`src/rtl/gpio_cfg_pkg.sv`:
```
`default_nettype none
// ============================================================================
// Module      : gpio_cfg_pkg
// Description : Shared types and constants for the pad configuration chain.
// Revision    : 1.0
// ============================================================================
package gpio_cfg_pkg;

    localparam int c_CFG_W_DEFAULT = 13;

    // Bit offsets inside one pad configuration word
    localparam int c_MGMT_EN     = 0;
    localparam int c_OE_N        = 1;
    localparam int c_HLD_OVR     = 2;
    localparam int c_INP_DIS     = 3;
    localparam int c_IB_MODE_SEL = 4;
    localparam int c_ANALOG_EN   = 5;
    localparam int c_ANALOG_SEL  = 6;
    localparam int c_ANALOG_POL  = 7;
    localparam int c_SLOW        = 8;
    localparam int c_VTRIP_SEL   = 9;
    localparam int c_DM_LSB      = 10;
    localparam int c_DM_W        = 3;

    typedef enum logic [2:0] {
        ST_IDLE  = 3'd0,
        ST_CLEAR = 3'd1,
        ST_FETCH = 3'd2,
        ST_SHIFT = 3'd3,
        ST_LOAD  = 3'd4,
        ST_FIN   = 3'd5
    } state_t;

endpackage
`default_nettype wire

```
`src/rtl/gpio_cfg_if.sv`:
```
`default_nettype none
// ============================================================================
// Module      : gpio_cfg_if
// Description : Control, config-fetch and serial-chain signals of the sequencer.
// Revision    : 1.0
// ============================================================================
interface gpio_cfg_if
    import gpio_cfg_pkg::*;
#(
    parameter int NUM_PADS = 38,
    parameter int CFG_W    = c_CFG_W_DEFAULT
);
    localparam int c_ADDR_W = (NUM_PADS > 1) ? $clog2(NUM_PADS) : 1;

    logic                start;
    logic [c_ADDR_W-1:0] cfg_addr;
    logic [CFG_W-1:0]    cfg_data;
    logic                busy;
    logic                done;
    logic                serial_resetn;
    logic                serial_clock;
    logic                serial_data_out;
    logic                serial_load;

    modport master (
        input  start, cfg_data,
        output cfg_addr, busy, done,
        output serial_resetn, serial_clock, serial_data_out, serial_load
    );

    modport slave (
        output start, cfg_data,
        input  cfg_addr, busy, done,
        input  serial_resetn, serial_clock, serial_data_out, serial_load
    );

endinterface
`default_nettype wire

```
`src/rtl/gpio_cfg_bitclk.sv`:
```
`default_nettype none
// ============================================================================
// Module      : gpio_cfg_bitclk
// Description : Bit-period phase counter, serial clock waveform, bit-end strobe.
// Revision    : 1.0
// ============================================================================
module gpio_cfg_bitclk #(
    parameter int CLK_DIV = 4
) (
    input  wire logic clk,
    input  wire logic rst,
    input  wire logic i_en,
    output logic      o_serial_clock,
    output logic      o_bit_end
);
    localparam int                c_PH_W    = $clog2(CLK_DIV);
    localparam logic [c_PH_W-1:0] c_PH_LAST = c_PH_W'(CLK_DIV - 1);
    localparam logic [c_PH_W-1:0] c_PH_HIGH = c_PH_W'(CLK_DIV / 2);

    logic [c_PH_W-1:0] r_phase;
    logic              w_ph_last;

    assign w_ph_last = (r_phase == c_PH_LAST);

    // Phase stays parked at zero while disabled so every bit period starts clean
    always_ff @(posedge clk) begin
        if (rst || !i_en) begin
            r_phase <= '0;
        end else if (w_ph_last) begin
            r_phase <= '0;
        end else begin
            r_phase <= r_phase + c_PH_W'(1);
        end
    end

    assign o_bit_end      = i_en && w_ph_last;
    assign o_serial_clock = i_en && (r_phase >= c_PH_HIGH);

endmodule
`default_nettype wire

```
`src/rtl/gpio_cfg_sequencer.sv`:
```
`default_nettype none
// ============================================================================
// Module      : gpio_cfg_sequencer
// Description : Clears, serially loads and latches the pad configuration chain.
// Revision    : 1.0
// ============================================================================
module gpio_cfg_sequencer
    import gpio_cfg_pkg::*;
#(
    parameter int NUM_PADS = 38,
    parameter int CFG_W    = c_CFG_W_DEFAULT,
    parameter int CLK_DIV  = 4
) (
    input  wire logic  wb_clk_i,
    input  wire logic  wb_rst_i,
    gpio_cfg_if.master bus
);
    localparam int c_ADDR_W = (NUM_PADS > 1) ? $clog2(NUM_PADS) : 1;
    localparam int c_BIT_W  = (CFG_W > 1) ? $clog2(CFG_W) : 1;
    localparam int c_CNT_W  = $clog2(2 * CLK_DIV);

    localparam logic [c_CNT_W-1:0]  c_CLEAR_LAST = c_CNT_W'(2 * CLK_DIV - 1);
    localparam logic [c_CNT_W-1:0]  c_LOAD_LAST  = c_CNT_W'(CLK_DIV - 1);
    localparam logic [c_BIT_W-1:0]  c_BIT_LAST   = c_BIT_W'(CFG_W - 1);
    localparam logic [c_ADDR_W-1:0] c_PAD_FIRST  = c_ADDR_W'(NUM_PADS - 1);

    state_t              r_state;
    state_t              w_state_next;
    logic [c_CNT_W-1:0]  r_cnt;
    logic [c_BIT_W-1:0]  r_bit;
    logic [c_ADDR_W-1:0] r_pad;
    logic [CFG_W-1:0]    r_shift;

    logic w_shift_en;
    logic w_bit_end;
    logic w_serial_clock;
    logic w_last_bit;
    logic w_clear_done;
    logic w_load_done;

    assign w_shift_en   = (r_state == ST_SHIFT);
    assign w_last_bit   = w_bit_end && (r_bit == c_BIT_LAST);
    assign w_clear_done = (r_cnt == c_CLEAR_LAST);
    assign w_load_done  = (r_cnt == c_LOAD_LAST);

    gpio_cfg_bitclk #(
        .CLK_DIV (CLK_DIV)
    ) u_bitclk (
        .clk            (wb_clk_i),
        .rst            (wb_rst_i),
        .i_en           (w_shift_en),
        .o_serial_clock (w_serial_clock),
        .o_bit_end      (w_bit_end)
    );

    always_ff @(posedge wb_clk_i) begin
        if (wb_rst_i) begin
            r_state <= ST_IDLE;
        end else begin
            r_state <= w_state_next;
        end
    end

    always_comb begin
        w_state_next = r_state;
        case (r_state)
            ST_IDLE:  if (bus.start) w_state_next = ST_CLEAR;
            ST_CLEAR: if (w_clear_done) w_state_next = ST_FETCH;
            ST_FETCH: w_state_next = ST_SHIFT;
            ST_SHIFT: begin
                if (w_last_bit) begin
                    w_state_next = (r_pad != '0) ? ST_FETCH : ST_LOAD;
                end
            end
            ST_LOAD:  if (w_load_done) w_state_next = ST_FIN;
            ST_FIN:   w_state_next = ST_IDLE;
            default:  w_state_next = ST_IDLE;
        endcase
    end

    // r_cnt times both the CLEAR and LOAD windows; it rests at zero elsewhere
    always_ff @(posedge wb_clk_i) begin
        if (wb_rst_i) begin
            r_cnt   <= '0;
            r_bit   <= '0;
            r_pad   <= '0;
            r_shift <= '0;
        end else begin
            if ((r_state == ST_CLEAR && !w_clear_done) ||
                (r_state == ST_LOAD  && !w_load_done)) begin
                r_cnt <= r_cnt + c_CNT_W'(1);
            end else begin
                r_cnt <= '0;
            end

            if (!w_shift_en) begin
                r_bit <= '0;
            end else if (w_bit_end) begin
                r_bit <= w_last_bit ? '0 : r_bit + c_BIT_W'(1);
            end

            // r_pad doubles as cfg_addr, so it only moves on entry to FETCH
            if (r_state == ST_CLEAR && w_clear_done) begin
                r_pad <= c_PAD_FIRST;
            end else if (w_last_bit && r_pad != '0) begin
                r_pad <= r_pad - c_ADDR_W'(1);
            end

            if (r_state == ST_FETCH) begin
                r_shift <= bus.cfg_data;
            end else if (w_bit_end) begin
                r_shift <= r_shift << 1;
            end
        end
    end

    assign bus.cfg_addr        = r_pad;
    assign bus.busy            = (r_state != ST_IDLE) && (r_state != ST_FIN);
    assign bus.done            = (r_state == ST_FIN);
    assign bus.serial_resetn   = (r_state != ST_CLEAR);
    assign bus.serial_clock    = w_serial_clock;
    assign bus.serial_data_out = w_shift_en && r_shift[CFG_W-1];
    assign bus.serial_load     = (r_state == ST_LOAD);

endmodule
`default_nettype wire

```
`src/flat_wrapper.sv`:
```
// flat-port wrapper written by rule: the top's interface ports become plain ports
module gpio_cfg_sequencer_flat import gpio_cfg_pkg::*;
#(
    parameter int NUM_PADS = 38,
    parameter int CFG_W    = c_CFG_W_DEFAULT,
    parameter int CLK_DIV  = 4
)
  (wb_clk_i, wb_rst_i, bus_start, bus_cfg_data, bus_cfg_addr, bus_busy, bus_done, bus_serial_resetn, bus_serial_clock, bus_serial_data_out, bus_serial_load);
  gpio_cfg_if #(.NUM_PADS(NUM_PADS), .CFG_W(CFG_W)) bus_i ();
  input  wire logic wb_clk_i;
  input  wire logic wb_rst_i;
  input wire logic [$bits(bus_i.start)-1:0] bus_start;
  input wire logic [$bits(bus_i.cfg_data)-1:0] bus_cfg_data;
  output wire logic [$bits(bus_i.cfg_addr)-1:0] bus_cfg_addr;
  output wire logic [$bits(bus_i.busy)-1:0] bus_busy;
  output wire logic [$bits(bus_i.done)-1:0] bus_done;
  output wire logic [$bits(bus_i.serial_resetn)-1:0] bus_serial_resetn;
  output wire logic [$bits(bus_i.serial_clock)-1:0] bus_serial_clock;
  output wire logic [$bits(bus_i.serial_data_out)-1:0] bus_serial_data_out;
  output wire logic [$bits(bus_i.serial_load)-1:0] bus_serial_load;
  assign bus_i.start = bus_start;
  assign bus_i.cfg_data = bus_cfg_data;
  assign bus_cfg_addr = bus_i.cfg_addr;
  assign bus_busy = bus_i.busy;
  assign bus_done = bus_i.done;
  assign bus_serial_resetn = bus_i.serial_resetn;
  assign bus_serial_clock = bus_i.serial_clock;
  assign bus_serial_data_out = bus_i.serial_data_out;
  assign bus_serial_load = bus_i.serial_load;
  gpio_cfg_sequencer #(.NUM_PADS(NUM_PADS), .CFG_W(CFG_W), .CLK_DIV(CLK_DIV)) u_core (.wb_clk_i(wb_clk_i), .wb_rst_i(wb_rst_i), .bus(bus_i));
endmodule
```
`config.mk`:
```
export PLATFORM = sky130hd
export DESIGN_NAME = gpio_cfg_sequencer_flat
export DESIGN_NICKNAME = d
export VERILOG_FILES = /design/src/rtl/gpio_cfg_pkg.sv /design/src/rtl/gpio_cfg_if.sv /design/src/rtl/gpio_cfg_bitclk.sv /design/src/rtl/gpio_cfg_sequencer.sv /design/src/flat_wrapper.sv
export SDC_FILE = /design/constraint.sdc
export NUM_CORES = 1
export LEC_CHECK = 0
export BUFFER_PORTS_ARGS = -buffer_cell sky130_fd_sc_hd__buf_2
export CAP_MARGIN = 30
export CELL_PAD_IN_SITES_DETAIL_PLACEMENT = 1
export CELL_PAD_IN_SITES_GLOBAL_PLACEMENT = 2
export CORE_ASPECT_RATIO = 1.75
export CORE_MARGIN = 2
export CORE_UTILIZATION = 36
export DETAILED_ROUTE_END_ITERATION = 10
export PLACE_DENSITY = 0.9
export SLEW_MARGIN = 10
export SYNTH_ARGS = -nofsm -noshare
export SYNTH_HDL_FRONTEND = slang
export SYNTH_HIERARCHICAL = 1
export SYNTH_SLANG_ARGS = --single-unit
```
`constraint.sdc`:
```
create_clock -name wb_clk_i -period 5.4 [get_ports wb_clk_i]
set_input_delay 0.81 -clock wb_clk_i [delete_from_list [all_inputs] [get_ports wb_clk_i]]
set_output_delay 0.81 -clock wb_clk_i [all_outputs]
set_load 0.01 [all_outputs]
```
==> summary.md <==
| Metric | Value |
|---|---|
| Status | complete, no violations |
| RSZ-0062 raised after global routing | false |
| Filler cells | approximately 540 |
| Antenna viol nets, final | 0 |
| Seq/Total Area, Yosys | approximately two fifths |
| Slew Limit Fails | 0 |
| Routability cong. | between 0.7 and 0.8 |
| Worst Path Max Fanout | 18 |
| GRT overflow | 0 |
| Die ar. | 5100 um2 |
| Comb pwr share | approximately 14% |
| Final setup fails | 0 |
| Int Pwr | 0.380 mW |
| Clk_skew | 4.82 ps |
| CP top delay family | simple AND/OR/NAND/NOR gates |
| Mapped cell area | roughly 1600 um2 |
| Avg Inst Size Synth | around 9.3 um2 |
| Total nets after synthesis | 200 |
| Final hold slack | 448 ps |
| Setup TNS | 0 ps |
| DR iter-0 viols | 15 |
| Maximum VDD drop | 174 uV |
| Global-route wire length before repair | between 6000 and 7000 um |
| Peak per-stage delay on the critical path | around 520 ps |
| #FFs+latches synth | 31 |
| DRC errors left | 0 |
| Synth Warn # | 6 |
| Top_reg_cell synth | dfxtp_1 |
| CTS root buffer | clkbuf_8 |
| Switch share | a little over a quarter |
| Antenna cells | 0 |
| Drt via density | 5.38 |
| Resized cells post-CTS | 0 |
| Final cell count without fillers | roughly 250 |
| Clock slew at reported path FFs | 60 ps |
| CP startpoint kind | register |
| Via count | about 1300 |
| Mux contribution to synthesized area | under 10% |
| # rows | 32 |
| CP bufs+invs | 1 |
| PD cells | roughly 280 nW/um2 |
| Slew @ Worst Pin | slightly below 800 ps |
| Number of max-cap violations | 0 |
| Post-synthesis cell count | 175 |
| Netlist cell types | between 40 and 50 |
| Hold buffer count at CTS | 0 |
| Wire per inst | 15.2 um |
| Detailed Routing Iterations Pass 1 | 2 |
| Port Buffers | 27 |
| Core area | around 4400 um2 |
| Routed WL | between 3000 and 4000 um |
| Die H | 93.0 um |
| Final Hold Viols | 0 |
| Main combinational cell family by area after synthesis | simple AND/OR/NAND/NOR gates |
| CP Class | reg2reg |
| Largest net degree at the start of global routing | 26 |
| Syn-to-layout area delta | 14.5% |
| Period utilisation layout | between 40% and 50% |
| Post-synth EDFFs | 0 |
| Worst hold path class | reg2reg |
| Post-Synth XOR/XNOR Area | ~2.7% |
| Switching power | 0.138 mW |
| CTS buffer count | 5 |
| Layout cells sized above 1 | between 20% and 30% |
| Slew HR | 47.4% |
| CP Capture Type | register |
| Skew-Pair Late Insertion Delay | approximately 280 ps |
| WP data required | 5600 ps |
| Vias in the first global route | roughly 1500 |
| Starting Density | between 30% and 40% |
| CTS tree | built |
| Most used cell, CP | and2_1 |
| Util after Layout | between 40% and 50% |
| Die X | roughly 55 um |
| Sequential share of power | between 50% and 60% |
| Final nets | around 220 |
| Fraction of registers with async set/reset | 0% |
| DP Cell Count | approximately 240 |
| Total power | 0.517 mW |
| Minimum clock period | ~2400 ps |
| Peak Freq | roughly 0.41 GHz |
| Area share of fa/ha/maj cells after synthesis | 6.91% |
| H-tree level count | 2 |
| P_leak | just over 0.7 nW |
| Final HPWL DP | ~2800 um |
| Clock power share | about a third |
| Cells along the critical path | nor2b_4 -> and2_1 -> and2_1 -> buf_8 -> nand4_1 -> a31oi_1 -> o22ai_1 -> o32ai_2 |
| Total setup buffers inserted after CTS | 0 |
| Complex-gate fraction of the synthesized area | between 10% and 20% |
| Initial antenna violation count | 0 |
| CTS sink count | 31 |
| Critical Path AT | about 2600 ps |
| Slowest cell on the critical path | dfxtp_1 |
| GRT Util Overall | between 15 and 20% |
| Simple-Gate Fraction of Synth Area | a little under a fifth |
| Longest Clk Path Bufs | 2 |
| Num ports | 28 |
## cells in the mapped netlist (3+ instances only)
master    instances  area [um2]
a211oi_1         13        97.6
dfxtp_1          31         621
nand2b_1          4        25.0
ha_1              9         113
inv_1            10        37.5
a21oi_1           5        25.0
clkbuf_1          5        18.8
mux2i_1          16         160
xor2_1            4        35.0
or3_1             3        18.8
nand2_1           3        11.3
nor2_1           27         101
buf_2             4        20.0
nor3_1            5        25.0
## stage by stage
| stage | setup WS (ps) | area [um2] |
|---|---|---|
| 4_1_cts | 2450 | 1850 |
| 3_3_place_gp | 2630 | 1760 |
| 6_report | 2970 | 1870 |
| 3_5_place_dp | 2480 | 1760 |
| 5_1_grt | 2770 | 1870 |
| 2_1_floorplan | 3550 | 1630 |
## worst paths after layout
check	startpoint	endpoint	slack, ps	cells after the start
setup / recovery	u_core/r_state[0]	u_core/r_state[2]	2970	8
hold / removal	u_core/r_cnt[0]	u_core/r_cnt[0]	450	1
setup reg to reg	u_core/r_state[0]	u_core/r_state[2]	2970	8
hold reg to reg	u_core/r_cnt[0]	u_core/r_cnt[0]	450	1
## layout by cell type, fill, tap and decap left out, types with 2 or more instances in the layout
cell type,n
nor4b_2,2
buf_2,27
a31oi_1,2
xor2_1,4
ha_1,9
clkbuf_8,6
nand2b_1,4
inv_1,10
nor2_1,27
and2_1,2
nand2_1,3
o211ai_2,2
nor2b_1,2
dfxtp_1,31
nor3_1,5
a211oi_1,13
mux2i_1,16
or3_1,3
a21oi_1,5
## power by group through the flow
stage                     clock, mW  sequential (mW)  combinational (mW)
final                         0.182            0.262              0.0728
after global routing          0.197            0.265              0.0833
after CTS                     0.190            0.262              0.0737
after detailed placement          0            0.267              0.0732
after global placement            0            0.266              0.0693
after floorplan                   0            0.256              0.0625
## per-layer routing
metal / global-route usage (%) / part of all wire, % / vias to the layer above
met5: 0 / 0 / -
met2: 29.7 / 56 / 27
met1: 18.0 / 39 / 646
li1: - / - / 663
met4: 7.71 / 1.3 / 0
met3: 5.59 / 4.0 / 4
## cell type report
type	count	area (um2)	area share (%)
multi-input cells	122	906	48.6
flip-flops and latches	31	621	33.3
repair buffers	28	150	8.05
clock buffers	6	82.6	4.43
well taps	51	63.8	3.42
inverters	10	37.5	2.01
clock inverters	1	5.00	0.268
## worst reg2reg max path, cell delays in order, from the launching register on
cell	delay, ps
dfxtp_1	520
nor2b_4	270
and2_1	240
and2_1	270
buf_8	220
nand4_1	180
a31oi_1	250
o22ai_1	130
o32ai_2	260
## kinds of logic (layout without fill, tap and decap cells)
kind of cell	after synthesis	in the layout
simple gates	57	57
compound gates	35	35
mux	16	16
xor+xnor	5	5
flops	31	31
buf+inv	22	45
fa+ha+maj	9	9
## sequential cells by signal, summed over array words and instances, names as in the netlist
| name | flops |
|---|---|
| u_core/r_shift | 13 |
| u_core/bus.cfg_addr | 6 |
| u_core/r_bit | 4 |
| u_core/r_cnt | 3 |
| u_core/r_state | 3 |
| u_core/u_bitclk/r_phase | 2 |
Note: power is estimated with default switching activity, not from simulation.
